### src/rtl/seqdet_ctrl.sv
// rtl/seqdet_ctrl.sv - byte-fed serial pattern detector with match counting and threshold interrupt
module seqdet_ctrl #(
  parameter int DW = 8,
  parameter int PW = 8,
  parameter int CW = 8
) (
  input  logic          clk,
  input  logic          rst,
  input  logic          cfg_we,
  input  logic [PW-1:0] cfg_pattern,
  input  logic [3:0]    cfg_len,
  input  logic [CW-1:0] cfg_thresh,
  input  logic          start,
  input  logic          stop,
  input  logic          in_valid,
  input  logic [DW-1:0] in_data,
  output logic          in_ready,
  output logic          busy,
  output logic          match,
  output logic [CW-1:0] match_cnt,
  output logic          irq,
  input  logic          irq_clr
);

  localparam int LW = $clog2(PW + 1);
  localparam int IW = (DW > 1) ? $clog2(DW) : 1;
  localparam logic [4:0] PW5 = 5'(PW);

  typedef enum logic [1:0] {S_IDLE, S_RUN, S_SER, S_HALT} state_t;

  state_t        state_q, state_d;
  logic [PW-1:0] pattern_q, pattern_d;
  logic [LW-1:0] len_q, len_d;
  logic [CW-1:0] thresh_q, thresh_d;
  logic [PW-1:0] hist_q, hist_d;
  logic [LW-1:0] seen_q, seen_d;
  logic [DW-1:0] byte_q, byte_d;
  logic [IW-1:0] idx_q, idx_d;
  logic          stop_q, stop_d;
  logic          match_q, match_d;
  logic [CW-1:0] cnt_q, cnt_d;
  logic          irq_q, irq_d;

  logic [PW-1:0] hist_new, mask;
  logic [LW-1:0] seen_new;
  logic [CW-1:0] cnt_inc;
  logic          hit;

  assign in_ready  = (state_q == S_RUN);
  assign busy      = (state_q != S_IDLE);
  assign match     = match_q;
  assign match_cnt = cnt_q;
  assign irq       = irq_q;

  // Compare window is the newest len bits, including the bit being consumed now.
  always_comb begin
    hist_new = {hist_q[PW-2:0], byte_q[idx_q]};
    seen_new = (seen_q == LW'(PW)) ? seen_q : seen_q + 1'b1;
    for (int i = 0; i < PW; i++) begin
      mask[i] = (LW'(i) < len_q);
    end
    hit     = (seen_new >= len_q) && ((hist_new & mask) == (pattern_q & mask));
    cnt_inc = (&cnt_q) ? cnt_q : cnt_q + 1'b1;
  end

  always_comb begin
    state_d   = state_q;
    pattern_d = pattern_q;
    len_d     = len_q;
    thresh_d  = thresh_q;
    hist_d    = hist_q;
    seen_d    = seen_q;
    byte_d    = byte_q;
    idx_d     = idx_q;
    stop_d    = stop_q;
    match_d   = 1'b0;
    cnt_d     = cnt_q;
    irq_d     = irq_q;
    case (state_q)
      S_IDLE: begin
        if (cfg_we) begin
          pattern_d = cfg_pattern;
          len_d     = ((cfg_len == 4'd0) || ({1'b0, cfg_len} > PW5)) ? LW'(PW) : LW'(cfg_len);
          thresh_d  = cfg_thresh;
        end
        if (irq_clr) begin
          irq_d = 1'b0;
          cnt_d = '0;
        end
        if (start && !stop) begin
          state_d = S_RUN;
          cnt_d   = '0;
          hist_d  = '0;
          seen_d  = '0;
        end
      end
      S_RUN: begin
        if (in_valid) begin
          byte_d  = in_data;
          idx_d   = IW'(DW - 1);
          stop_d  = stop;
          state_d = S_SER;
        end else if (stop) begin
          state_d = S_IDLE;
        end
      end
      S_SER: begin
        hist_d  = hist_new;
        seen_d  = seen_new;
        match_d = hit;
        stop_d  = stop_q | stop;
        if (hit) cnt_d = cnt_inc;
        // Reaching the threshold abandons whatever is left of the byte.
        if (hit && (thresh_q != '0) && (cnt_inc == thresh_q)) begin
          irq_d   = 1'b1;
          state_d = S_HALT;
        end else if (idx_q == '0) begin
          state_d = (stop_q || stop) ? S_IDLE : S_RUN;
        end else begin
          idx_d = idx_q - 1'b1;
        end
      end
      S_HALT: begin
        if (irq_clr) begin
          irq_d   = 1'b0;
          cnt_d   = '0;
          hist_d  = '0;
          seen_d  = '0;
          state_d = S_RUN;
        end else if (stop) begin
          state_d = S_IDLE;
        end
      end
      default: state_d = S_IDLE;
    endcase
  end

  always_ff @(posedge clk or negedge rst) begin
    if (!rst) begin
      state_q   <= S_IDLE;
      pattern_q <= '0;
      len_q     <= LW'(PW);
      thresh_q  <= '0;
      hist_q    <= '0;
      seen_q    <= '0;
      byte_q    <= '0;
      idx_q     <= '0;
      stop_q    <= 1'b0;
      match_q   <= 1'b0;
      cnt_q     <= '0;
      irq_q     <= 1'b0;
    end else begin
      state_q   <= state_d;
      pattern_q <= pattern_d;
      len_q     <= len_d;
      thresh_q  <= thresh_d;
      hist_q    <= hist_d;
      seen_q    <= seen_d;
      byte_q    <= byte_d;
      idx_q     <= idx_d;
      stop_q    <= stop_d;
      match_q   <= match_d;
      cnt_q     <= cnt_d;
      irq_q     <= irq_d;
    end
  end

endmodule

### config.mk
export PLATFORM = sky130hd
export DESIGN_NAME = seqdet_ctrl
export DESIGN_NICKNAME = d
export VERILOG_FILES = /design/src/rtl/seqdet_ctrl.sv
export SDC_FILE = /design/constraint.sdc
export NUM_CORES = 1
export LEC_CHECK = 0
export CAP_MARGIN = 15
export CORE_UTILIZATION = 49
export CTS_CLUSTER_SIZE = 30
export DETAILED_ROUTE_END_ITERATION = 8
export PLACE_DENSITY = 0.84
export SLEW_MARGIN = 20
export SYNTH_ARGS = -nofsm -noshare
export SYNTH_HDL_FRONTEND = slang
export SYNTH_SLANG_ARGS = --single-unit
### constraint.sdc
create_clock -name clk -period 2.74 [get_ports clk]
set_clock_uncertainty 0.1 [all_clocks]
set_input_delay 0.685 -clock clk [delete_from_list [all_inputs] [get_ports clk]]
set_output_delay 0.685 -clock clk [all_outputs]
set_load 0.03 [all_outputs]
==> Word-level counts from Yosys, hierarchy flattened <==
Index checks and enable logic that the tools add are counted.
{ "word_totals": {"output_inout_bits": 12, "regBits": 55, "wordCells": 102, "input_bits": 35} }
{ "classes": {"muxes": 33, "n_eq_ne": 15, "n_lt_le_gt_ge": 11, "reduce_logical": 25, "addsub": 3, "bitwise": 3} }
{ "op_table": {"columns": ["cell", "count"], "rows": [
  ["$mux W8", 4],
  ["$pmux W8 S3", 1],
  ["$pmux W7 S3", 1],
  ["$and A8 B8 Y8", 2],
  ["$eq A8 B8 Y1", 2],
  ["$lt A3 B4 Y1 const A", 4],
  ["$mux W4", 4],
  ["$mux W7", 2],
  ["$ne A2 B2 Y1 const B", 7],
  ["$mux W2", 6],
  ["$pmux W4 S3", 1],
  ["$reduce_and A2 Y1", 5],
  ["$mux W3", 3],
  ["$add A8 B1 Y8 const B", 1],
  ["$lt A1 B4 Y1 const A", 2],
  ["$lt A2 B4 Y1 const A", 2],
  ["$pmux W2 S4", 1],
  ["$reduce_and A8 Y1", 1],
  ["$reduce_bool A8 Y1", 1],
  ["$mux W1", 6],
  ["$pmux W3 S2", 1],
  ["$reduce_and A3 Y1", 2],
  ["$reduce_bool A2 Y1", 3],
  ["$add A4 B1 Y4 const B", 1],
  ["21 further kinds", 27]
]} }

==> Longest topological paths before layout <==
Gate-level depths: netlist of run 1.
{ "depth": {"word_depth": 9, "depth_mapped": 14, "mapped_depth_nobuf": 14} }

==> Worst setup path after synthesis of run 1 <==
OpenSTA, ideal clock, no wires.
{ "synth_timing": {"path_type": "flip-flop to flip-flop", "start": "register cnt_q[0] (netlist: match_cnt[0])", "end": "register idx_q[2]", "setup_slack_ns": -0.088, "path_stages_with_launch": 11, "t_arrival_ns": 2.659, "period_less_slack_ns": 2.828, "path_cell_list": "dfrtp_1 ha_1 and3_1 buf_6 and3_4 mux2i_1 mux2i_1 a21o_1 nor4_4 or4b_2 nand3_1"} }
{ "synth_between": {"elab_chain_len": 6, "word_cells_on_any_way": 7} }
{ "synth_lines": {"columns": ["item", "line", "rtl"], "rows": [
  ["start, declared", "41", "logic [CW-1:0] cnt_q, cnt_d;"],
  ["start signal, assigned", "163", "cnt_q <= cnt_d;"],
  ["$add A8 B1 Y8 or $reduce_and A8 Y1 (tied branches)", "63", "cnt_inc = (&cnt_q) ? cnt_q : cnt_q + 1'b1;"],
  ["$mux W8 (*)", "63", null],
  ["$eq A8 B8 Y1 (*)", "114", "if (hit && (thresh_q != '0) && (cnt_inc == thresh_q)) begin"],
  ["$logic_and A1 B1 Y1 (*)", "114", null],
  ["$ne A2 B2 Y1 (no source line) (*)", null, null],
  ["$reduce_and A4 Y1 (no source line) (*)", null, null],
  ["end signal, assigned", "160", "idx_q <= idx_d;"],
  ["end, declared", "38", "logic [IW-1:0] idx_q, idx_d;"]
]} }
Every way passes the cells marked *; elsewhere a longest branch is shown, timed or not.
A chain may end at the register's enable or synchronous reset.

==> Worst setup path after layout of run 1 <==
{ "layout_timing": {"start": "register seen_q[0]", "end": "register idx_q[1]"} }
{ "layout_between": {"elab_chain_len": 8, "word_cells_on_any_way": 9} }
{ "layout_lines": {"columns": ["item", "line", "rtl"], "rows": [
  ["start, declared", "36", "logic [LW-1:0] seen_q, seen_d;"],
  ["start signal, assigned", "158", "seen_q <= seen_d;"],
  ["$add A4 B1 Y4 or $eq A4 B4 Y1 (tied branches)", "58", "seen_new = (seen_q == LW'(PW)) ? seen_q : seen_q + 1'b1;"],
  ["$mux W4 (*)", "58", null],
  ["$ge A4 B4 Y1 (*)", "62", "hit = (seen_new >= len_q) && ((hist_new & mask) == (pattern_q & mask));"],
  ["$logic_and A1 B1 Y1 (*)", "62", null],
  ["$logic_and A1 B1 Y1 (*) (2 in a row)", "114", null],
  ["$ne A2 B2 Y1 (no source line) (*)", null, null],
  ["$reduce_and A4 Y1 (no source line) (*)", null, null]
]} }
Marks and branches as above.

==> results of run 1 <==
worst min path at each step:
stage | cells after the start | slack [ps] | startpoint | endpoint
6_report | 1 | 150 | rst | match_cnt[6]
5_1_grt | 1 | 180 | rst | thresh_q[3]
4_1_cts | 1 | 160 | rst | match_cnt[6]
3_5_place_dp | 1 | 390 | byte_q[4] | byte_q[4]
3_3_place_gp | 1 | 380 | byte_q[4] | byte_q[4]
2_1_floorplan | 0 | 290 | rst | byte_q[0]
layout make-up:
type	instances	area [µm²]	share of cell area, %
repair buffers	69	649	15.9
clock inverters	2	38.8	0.951
multi-input cells	235	1760	43.2
clock buffers	6	82.6	2.02
flip-flops and latches	55	1380	33.8
well taps	75	93.8	2.30
inverters	19	71.3	1.75
cells by family after synthesis:
kind of cell / after synthesis / synth area share (%)
AOI/OAI and AO/OA: 75 / 15.3
adders and majority gates: 13 / 5.11
xor gates and xnor gates: 15 / 4.13
buffers and inverters: 31 / 4.21
and+or+nand+nor: 100 / 16.2
muxes: 32 / 11.8
DFF: 55 / 43.3
worst max-delay path: stages (launching register included):
cell and delay [ps]:
dfrtp_1 420, inv_2 90, ha_4 140, nand2_4 60
nor2_4 120, xnor2_1 110, ha_1 290, o21ai_1 70
a21oi_1 130, nand4_1 140, buf_4 180, nor4_4 380
buf_4 200, and3_4 180, a221oi_2 40
flip-flops by register name (all words and copies together), names as in the netlist:
signal     count
byte_q         8
hist_q         7
idx_q          3
irq            1
len_q          4
match          1
match_cnt      8
pattern_q      8
seen_q         4
state_q        2
stop_q         1
thresh_q       8
stage by stage:
step,TNS (ps),instance area (µm²),setup slack [ps],hold WS (ps),power (W)
after floorplan,0,3180,37.0,289,0.00224
after global placement,0,3820,69.3,383,0.00263
after detailed placement,-281,3820,-139,393,0.00271
after CTS,0,4000,9.56,161,0.00332
after global routing,-1050,4080,-170,177,0.00358
final,-66.4,4080,-40.5,153,0.00337
power by group through the flow:
| stage | sequential (W) | clock, W | combinational (W) |
|---|---|---|---|
| after global placement | 0.00129 | 0 | 0.00134 |
| after global routing | 0.00133 | 0.000613 | 0.00163 |
| after floorplan | 0.00125 | 0 | 0.000992 |
| final | 0.00130 | 0.000570 | 0.00150 |
| after detailed placement | 0.00132 | 0 | 0.00139 |
| after CTS | 0.00130 | 0.000584 | 0.00143 |
cells in the mapped netlist, types with 6 or more instances:
master    number  area (µm²)
a21oi_1       15        75.1
clkbuf_1       8        30.0
dfrtp_1       54        1350
ha_1          13         163
inv_1         19        71.3
mux2_2        24         270
mux2i_1        6        60.1
nand2_1       35         131
nand2b_1       7        43.8
nand3_1       12        60.1
nor2_1        13        48.8
nor3_1         8        40.0
o21ai_0       27         135
xnor2_1       10        87.6
layer usage:
metal,track usage (%),vias up
met1,27.6,1309
met3,4.62,11
met5,0,-
li1,-,1276
met4,6.38,0
met2,39.8,79
timing repair:
item                       CTS  global route
setup endpoints to repair    8            16
pin swaps                    8             5
buffers inserted             3             2
resized for setup           12            18
==> impl_results.md, run 1 <==
- Core area: 6100 µm²
- Critical path arrival: 2880 ps
- Comb pwr share: 44.5%
- Peak supply drop: 0.439 mV
- DRC Markers: 0
- PwrDens: 826 nW/µm²
- Initial antenna violation count: 0
- Post-synth EDFFs: 0
- Die Footprint: 6820 µm²
- Placed cells: 448
- Sequential area share after synthesis: 43.3%
- Maxcap violations: 0
- Worst reg2reg endpoint: idx_q[1]
- Ant diodes: 0
- Final period utilization: 101%
- CTS Buf Count: 5
- Worst skew pair latency: 320 ps
- Distinct cell type count after synthesis: 56
- Sequential power share: 38.6%
- Outcome: finished, violations left
- HP Class: in2async
- Crit path required time: 2840 ps
- CP Max Fanout: 5
- Total gr overflow: 0
- Crit. Startpoint: seen_q[0]
- Area grow syn2layout: 28.2%
- Post-synth ARST share: 100%
- Clock power share: 16.9%
- Top_reg_cell synth: dfrtp_1
- Nets: 433
- Final setup viols: 2
- Met3 wire length: 311 µm
- Metal2 WL: 3790 µm
- Worst setup EP type: flop
- RePlAce Congestion: 0.890
- CTS Buffer Depth: 2
- Failing checks: negative setup slack
- Worst r2r path cells: 14
- Largest net degree at the start of global routing: 26
- Row count: 28
- RSZ-0062 raised after global routing: yes
- Clock Sinks: 55
- Non-Filler Instances: 461
- R2R Setup Slk: -40 ps
- Drt total wl: 7360 µm
- Final Hold Fails: 0
- Yosys warnings: 0
- Hpwl dp: 5300 µm
- Cell count after synthesis: 321
- Antenna Nets Post-Route: 0
- Number of H-tree levels: 2
- Worst-Margin Slew: 419 ps
- Minimum clock period: 2780 ps
- I/O pin count: 47
- Final Max Tran Viols: 0
- NetSw: 0.00126 W
- Slew HR: 72.0%
- Syn Area/Cell: 9.91 µm²
- Vias: 2675
- Leak pwr: 1.75 nW
- Total track usage: 22.5%
- Initial drt markers: 173
- Routed WL per cell: 16.0 µm
- Number of global-route vias before repair: 2563
- CTS clk-pin slew, worst paths: 100 ps
- Fmax: 0.360 GHz
- Flops & latches, synth: 55
- Syn Nets: 369
- Vias/cell: 5.80
- CTS Hold Bufs: 0
- CP endpoint: idx_q[1]
- Initial core utilization: 52.2%
- Most frequent cells in the layout: dfrtp_1 (52), clkdlybuf4s50_1 (43), nand2_1 (34)
- DRT met1 WL: 3160 µm
- Chip height: 82.6 µm
- First-pass GRT wire length: 11600 µm
- CP Launch Type: flop
- Drt pass-1 iters: 4
- Sw Ratio: 37.4%
- Final core utilization: 66.9%
- Synthesized cell area: 3180 µm²
- PortBufs: 46
- Fill count: 475
- Setup ws final: -40.5 ps
- Share of cells above drive strength 1: 21.5%
- Crit path kind: reg2reg
- DR top layer: met4
- Reg2reg start: seen_q[0]
- Die Wd: 82.6 µm
- Most common cell after layout, fill and taps aside: dfrtp_1
- Int Pwr: 0.00211 W
- CTS tree: yes
- Clock root buffer: clkbuf_8
Note: power is estimated with default switching activity, not from simulation.
==> run 2: changes to the inputs <==
RECOVER_POWER = 25   (was unset)
SETUP_SLACK_MARGIN = 0.1   (was unset)
==> impl_results.md, run 2 (synthesis results as in run 1) <==
- Outcome: finished, violations left
- Failing checks: negative setup slack
- RePlAce Congestion: 0.897
- RSZ-0062 raised after global routing: yes
- Antenna Nets Post-Route: 0
- Slowest CP cell: dfrtp_1
- Clock root buffer: clkbuf_8
- I/O pin count: 47
- Final period utilization: 106%
- Fill count: 442
- Row count: 28
- Setup TNS: -861 ps
- CTS tree: yes
- Total track usage: 26.5%
- Initial antenna violation count: 0
- Worst skew pair latency: 310 ps
- Peak supply drop: 0.462 mV
- Maxcap violations: 0
- Number of global-route vias before repair: 2792
- First-pass GRT wire length: 13300 µm
- Reg2reg start: seen_q[1]
- Largest net degree at the start of global routing: 32
- Die Footprint: 6820 µm²
- Die Wd: 82.6 µm
- CTS Buffer Depth: 2
- Final Hold Fails: 0
- Most common cell after layout, fill and taps aside: dfrtp_1
- Fmax: 0.345 GHz
- Drt pass-1 iters: 5
- Most frequent cells in the layout: dfrtp_1 (52), clkdlybuf4s50_1 (43), nand2_1 (34)
- Slew HR: 4.72%
- PwrDens: 798 nW/µm²
- Leak pwr: 1.81 nW
- CP Launch Type: flop
- FF+latch area: 1380 µm²
- Ant diodes: 0
- Area of the multi-input gates: 1820 µm²
- Worst-Margin Slew: 1430 ps
- Crit. Startpoint: seen_q[1]
- DRC Markers: 0
- Cells along the critical path: inv_2, ha_4, nand2_4, nor2_4, xnor2_2, ha_2, o21ai_2, a21oi_1, nand4_1, buf_4, nor4_4, buf_4, buf_6, and3_4, a221oi_2
- Total gr overflow: 0
- Crit path required time: 2840 ps
- Clock Sinks: 55
- PortBufs: 46
- Initial drt markers: 287
- Nets: 450
- Core area: 6100 µm²
- Crit path kind: reg2reg
- CTS Buf Count: 5
- Area grow syn2layout: 33.4%
- R2R Setup Slk: -160 ps
- Chip height: 82.6 µm
- Minimum clock period: 2900 ps
- Pre-CTS setup slack: -74.9 ps
- Hpwl dp: 5350 µm
- Critical path arrival: 2990 ps
- Vias: 2862
- Share of cells above drive strength 1: 26.6%
- CTS Hold Bufs: 0
- Final Max Tran Viols: 0
- CTS clk-pin slew, worst paths: 100 ps
- Drt total wl: 8560 µm
- Routed WL per cell: 17.9 µm
- Initial core utilization: 52.2%
- Vias/cell: 5.99
- Final setup viols: 12
- CP Max Fanout: 4
- Slowest Stage Delay on Critical Path: 460 ps
- Number of H-tree levels: 2
- HP Class: reg2reg
- Cell mode on critical path: buf_4
- Setup ws final: -156 ps
- Worst setup EP type: flop
- Hold wc startpoint: byte_q[4]
run 2: path summary, 6_finish.rpt:
path                       depth (start not counted)      endpoint
max in group asynchronous                          2     seen_q[3]
hold / removal                                     1     byte_q[4]
setup / recovery                                  15      idx_q[1]
hold reg to reg                                    1     byte_q[4]
setup reg to reg                                  15      idx_q[1]
min in group asynchronous                          1  match_cnt[6]
run 2: layout make-up:
cell class / instances / area share (%)
Timing Repair Buffer: 86 / 18.4
Sequential cell: 55 / 32.5
Clock buffer: 7 / 2.03
Inverter: 19 / 1.68
Tap cell: 75 / 2.21
Clock inverter: 1 / 0.206
Multi-Input combinational cell: 235 / 43.0
run 2: repair_timing:
action	CTS	global route
setup endpoints to repair	15	15
gates resized for setup	20	26
pin swaps	13	10
endpoints found under the hold margin	0	0
setup buffers	21	8
cloned	0	0
run 2: where the power goes:
group	internal (W)	leakage, nW	switching (W)	total, W
Combinational	0.000770	1.08	0.000825	0.00160
Sequential	0.00107	0.684	0.000247	0.00132
Clock	0.000208	0.0484	0.000266	0.000474
Total	0.00205	1.81	0.00134	0.00339
run 2: critical path: cells and delay by family (launching register included):
kind | cells | cell delay, ps
compound gates | 3 | 240
buf+inv | 4 | 600
xor+xnor | 1 | 90
simple gates | 5 | 810
flops | 1 | 460
fa+ha+maj | 2 | 480
run 2: metal layers:
metal | global-route usage (%) | up-vias | routed length, µm | part of all wire (%)
met5 | 0 | - | 0 | 0
met2 | 44.5 | 125 | 4290 | 50
met3 | 5.49 | 42 | 505 | 5.9
met1 | 31.8 | 1386 | 3350 | 39
li1 | - | 1309 | - | -
met4 | 14.0 | 0 | 416 | 4.9
run 2: per-stage QoR:
step	instances	cell area (µm²)	utilization, %	power (W)	hold slack [ps]
floorplan	321	3200	-	0.00224	289
global placement	442	3790	62.1	0.00259	385
detailed placement	442	3790	62.1	0.00266	393
CTS	471	4130	67.7	0.00323	289
global route	478	4240	69.6	0.00359	443
finish	478	4240	69.6	0.00339	411
==> run 3: changes to the inputs <==
RECOVER_POWER = 100   (was 25)
==> impl_results.md, run 3 (synthesis results as in run 1) <==
- Vias: 2863
- Total track usage: 26.5%
- Fmax: 0.345 GHz
- Most common cell after layout, fill and taps aside: dfrtp_1
- CTS Hold Bufs: 0
- Slowest CP cell: dfrtp_1
- Final setup viols: 12
- Drt pass-1 iters: 4
- Initial drt markers: 281
- Final period utilization: 106%
- Fin Hold WS: 412 ps
- Vias/cell: 5.99
- Area grow syn2layout: 33.1%
- Failing checks: negative setup slack
- Final core utilization: 69.5%
- Number of global-route vias before repair: 2792
- PwrDens: 794 nW/µm²
- Critical path arrival: 2990 ps
- Most frequent cells in the layout: dfrtp_1 (52), nand2_1 (34), clkdlybuf4s50_1 (32)
- CTS Buffer Depth: 2
- Slowest Stage Delay on Critical Path: 460 ps
- Share of cells above drive strength 1: 26.1%
- First-pass GRT wire length: 13300 µm
- CP Max Fanout: 4
- Crit path kind: reg2reg
- CTS tree: yes
- Peak supply drop: 0.459 mV
- Area of the multi-input gates: 1820 µm²
- Die Footprint: 6820 µm²
- Ant diodes: 0
- Routed WL per cell: 17.9 µm
- Slew HR: 6.31%
- Core area: 6100 µm²
- Crit path required time: 2830 ps
- Clock root buffer: clkbuf_8
- Setup ws final: -156 ps
- Final Max Tran Viols: 0
- Worst skew pair latency: 310 ps
- Worst setup EP type: flop
- Outcome: finished, violations left
- Number of H-tree levels: 2
- Chip height: 82.6 µm
- RSZ-0062 raised after global routing: yes
- Largest net degree at the start of global routing: 32
- Leak pwr: 1.84 nW
- Nets: 450
- Fill count: 446
- Pre-CTS setup slack: -74.9 ps
- Die Wd: 82.6 µm
- RePlAce Congestion: 0.897
- HP Class: reg2reg
- Initial core utilization: 52.2%
- FF+latch area: 1380 µm²
- Cell mode on critical path: buf_4
- Worst-Margin Slew: 1410 ps
- Antenna Nets Post-Route: 0
- PortBufs: 46
- Row count: 28
- CTS Buf Count: 5
- Drt total wl: 8530 µm
- Clock Sinks: 55
- Cells along the critical path: inv_2, ha_4, nand2_4, nor2_4, xnor2_2, ha_2, o21ai_2, a21oi_1, nand4_1, buf_4, nor4_4, buf_4, buf_6, and3_4, a221oi_2
- Setup TNS: -845 ps
- Minimum clock period: 2900 ps
- Initial antenna violation count: 0
- Delay-heaviest family, CP: simple AND/OR/NAND/NOR gates
- Final Hold Fails: 0
- Hpwl dp: 5350 µm
- Maxcap violations: 0
- Buffer and inverter count on the worst path: 4
- Total gr overflow: 0
- CP Launch Type: flop
- DRC Markers: 0
- I/O pin count: 47
- CTS clk-pin slew, worst paths: 100 ps
-- run 3: cell count changes in the layout (fill, tap and decap cells not counted) --
cell	delta
buf_4	-2
clkbuf_1	+2
clkdlybuf4s50_1	-11
dlygate4sd3_1	+11
-- run 3: final cells by class --
cell class	instances	share of cell area (%)
clock buffer	7	2.04
clock inverter	1	0.207
inverter	19	1.68
multi-input combinational	235	43.0
sequential	55	32.6
tap	75	2.22
timing repair buffer	86	18.3
-- run 3: worst paths after layout --
kind | start | endpoint | slack [ps] | cells past startpoint
worst max register to register | seen_q[1] | idx_q[1] | -160 | 15
worst min-delay path | byte_q[4] | byte_q[4] | 410 | 1
worst min register to register | byte_q[4] | byte_q[4] | 410 | 1
max in group asynchronous | rst | seen_q[3] | 530 | 2
min in group asynchronous | rst | match_cnt[6] | 570 | 1
worst max-delay path | seen_q[1] | idx_q[1] | -160 | 15
-- run 3: report_power, final --
group / leakage, nW / internal, W / switching [W]
registers: 0.684 / 0.00107 / 0.000245
clock network: 0.0484 / 0.000208 / 0.000264
logic: 1.11 / 0.000757 / 0.000821
-- run 3: timing repair --
item | 4_1_cts | 5_1_grt
resized for setup | 20 | 26
hold endpoints to repair | 0 | 0
pin swaps | 13 | 10
buffers inserted | 21 | 8
endpoints found under the setup margin | 15 | 15
-- run 3: metal layers --
metal | share of wire [%] | wire length [µm] | global-route usage (%)
met5 | 0 | 0 | 0
met4 | 5.0 | 423 | 14.0
met3 | 5.5 | 472 | 5.49
met2 | 51 | 4330 | 44.5
met1 | 39 | 3300 | 31.8
-- run 3: worst reg2reg max path, stage by stage (launching register included) --
cell and delay [ps]:
dfrtp_1 460, inv_2 130, ha_4 150, nand2_4 60
nor2_4 130, xnor2_2 90, ha_2 330, o21ai_2 60
a21oi_1 140, nand4_1 150, buf_4 180, nor4_4 290
buf_4 200, buf_6 100, and3_4 180, a221oi_2 40
-- run 3: metrics by stage --
step                      cells  total power, W  area (µm²)
after CTS                   471         0.00323        4130
after global placement      442         0.00259        3790
after floorplan             321         0.00224        3200
after global routing        478         0.00357        4240
final                       478         0.00336        4240
after detailed placement    442         0.00266        3790
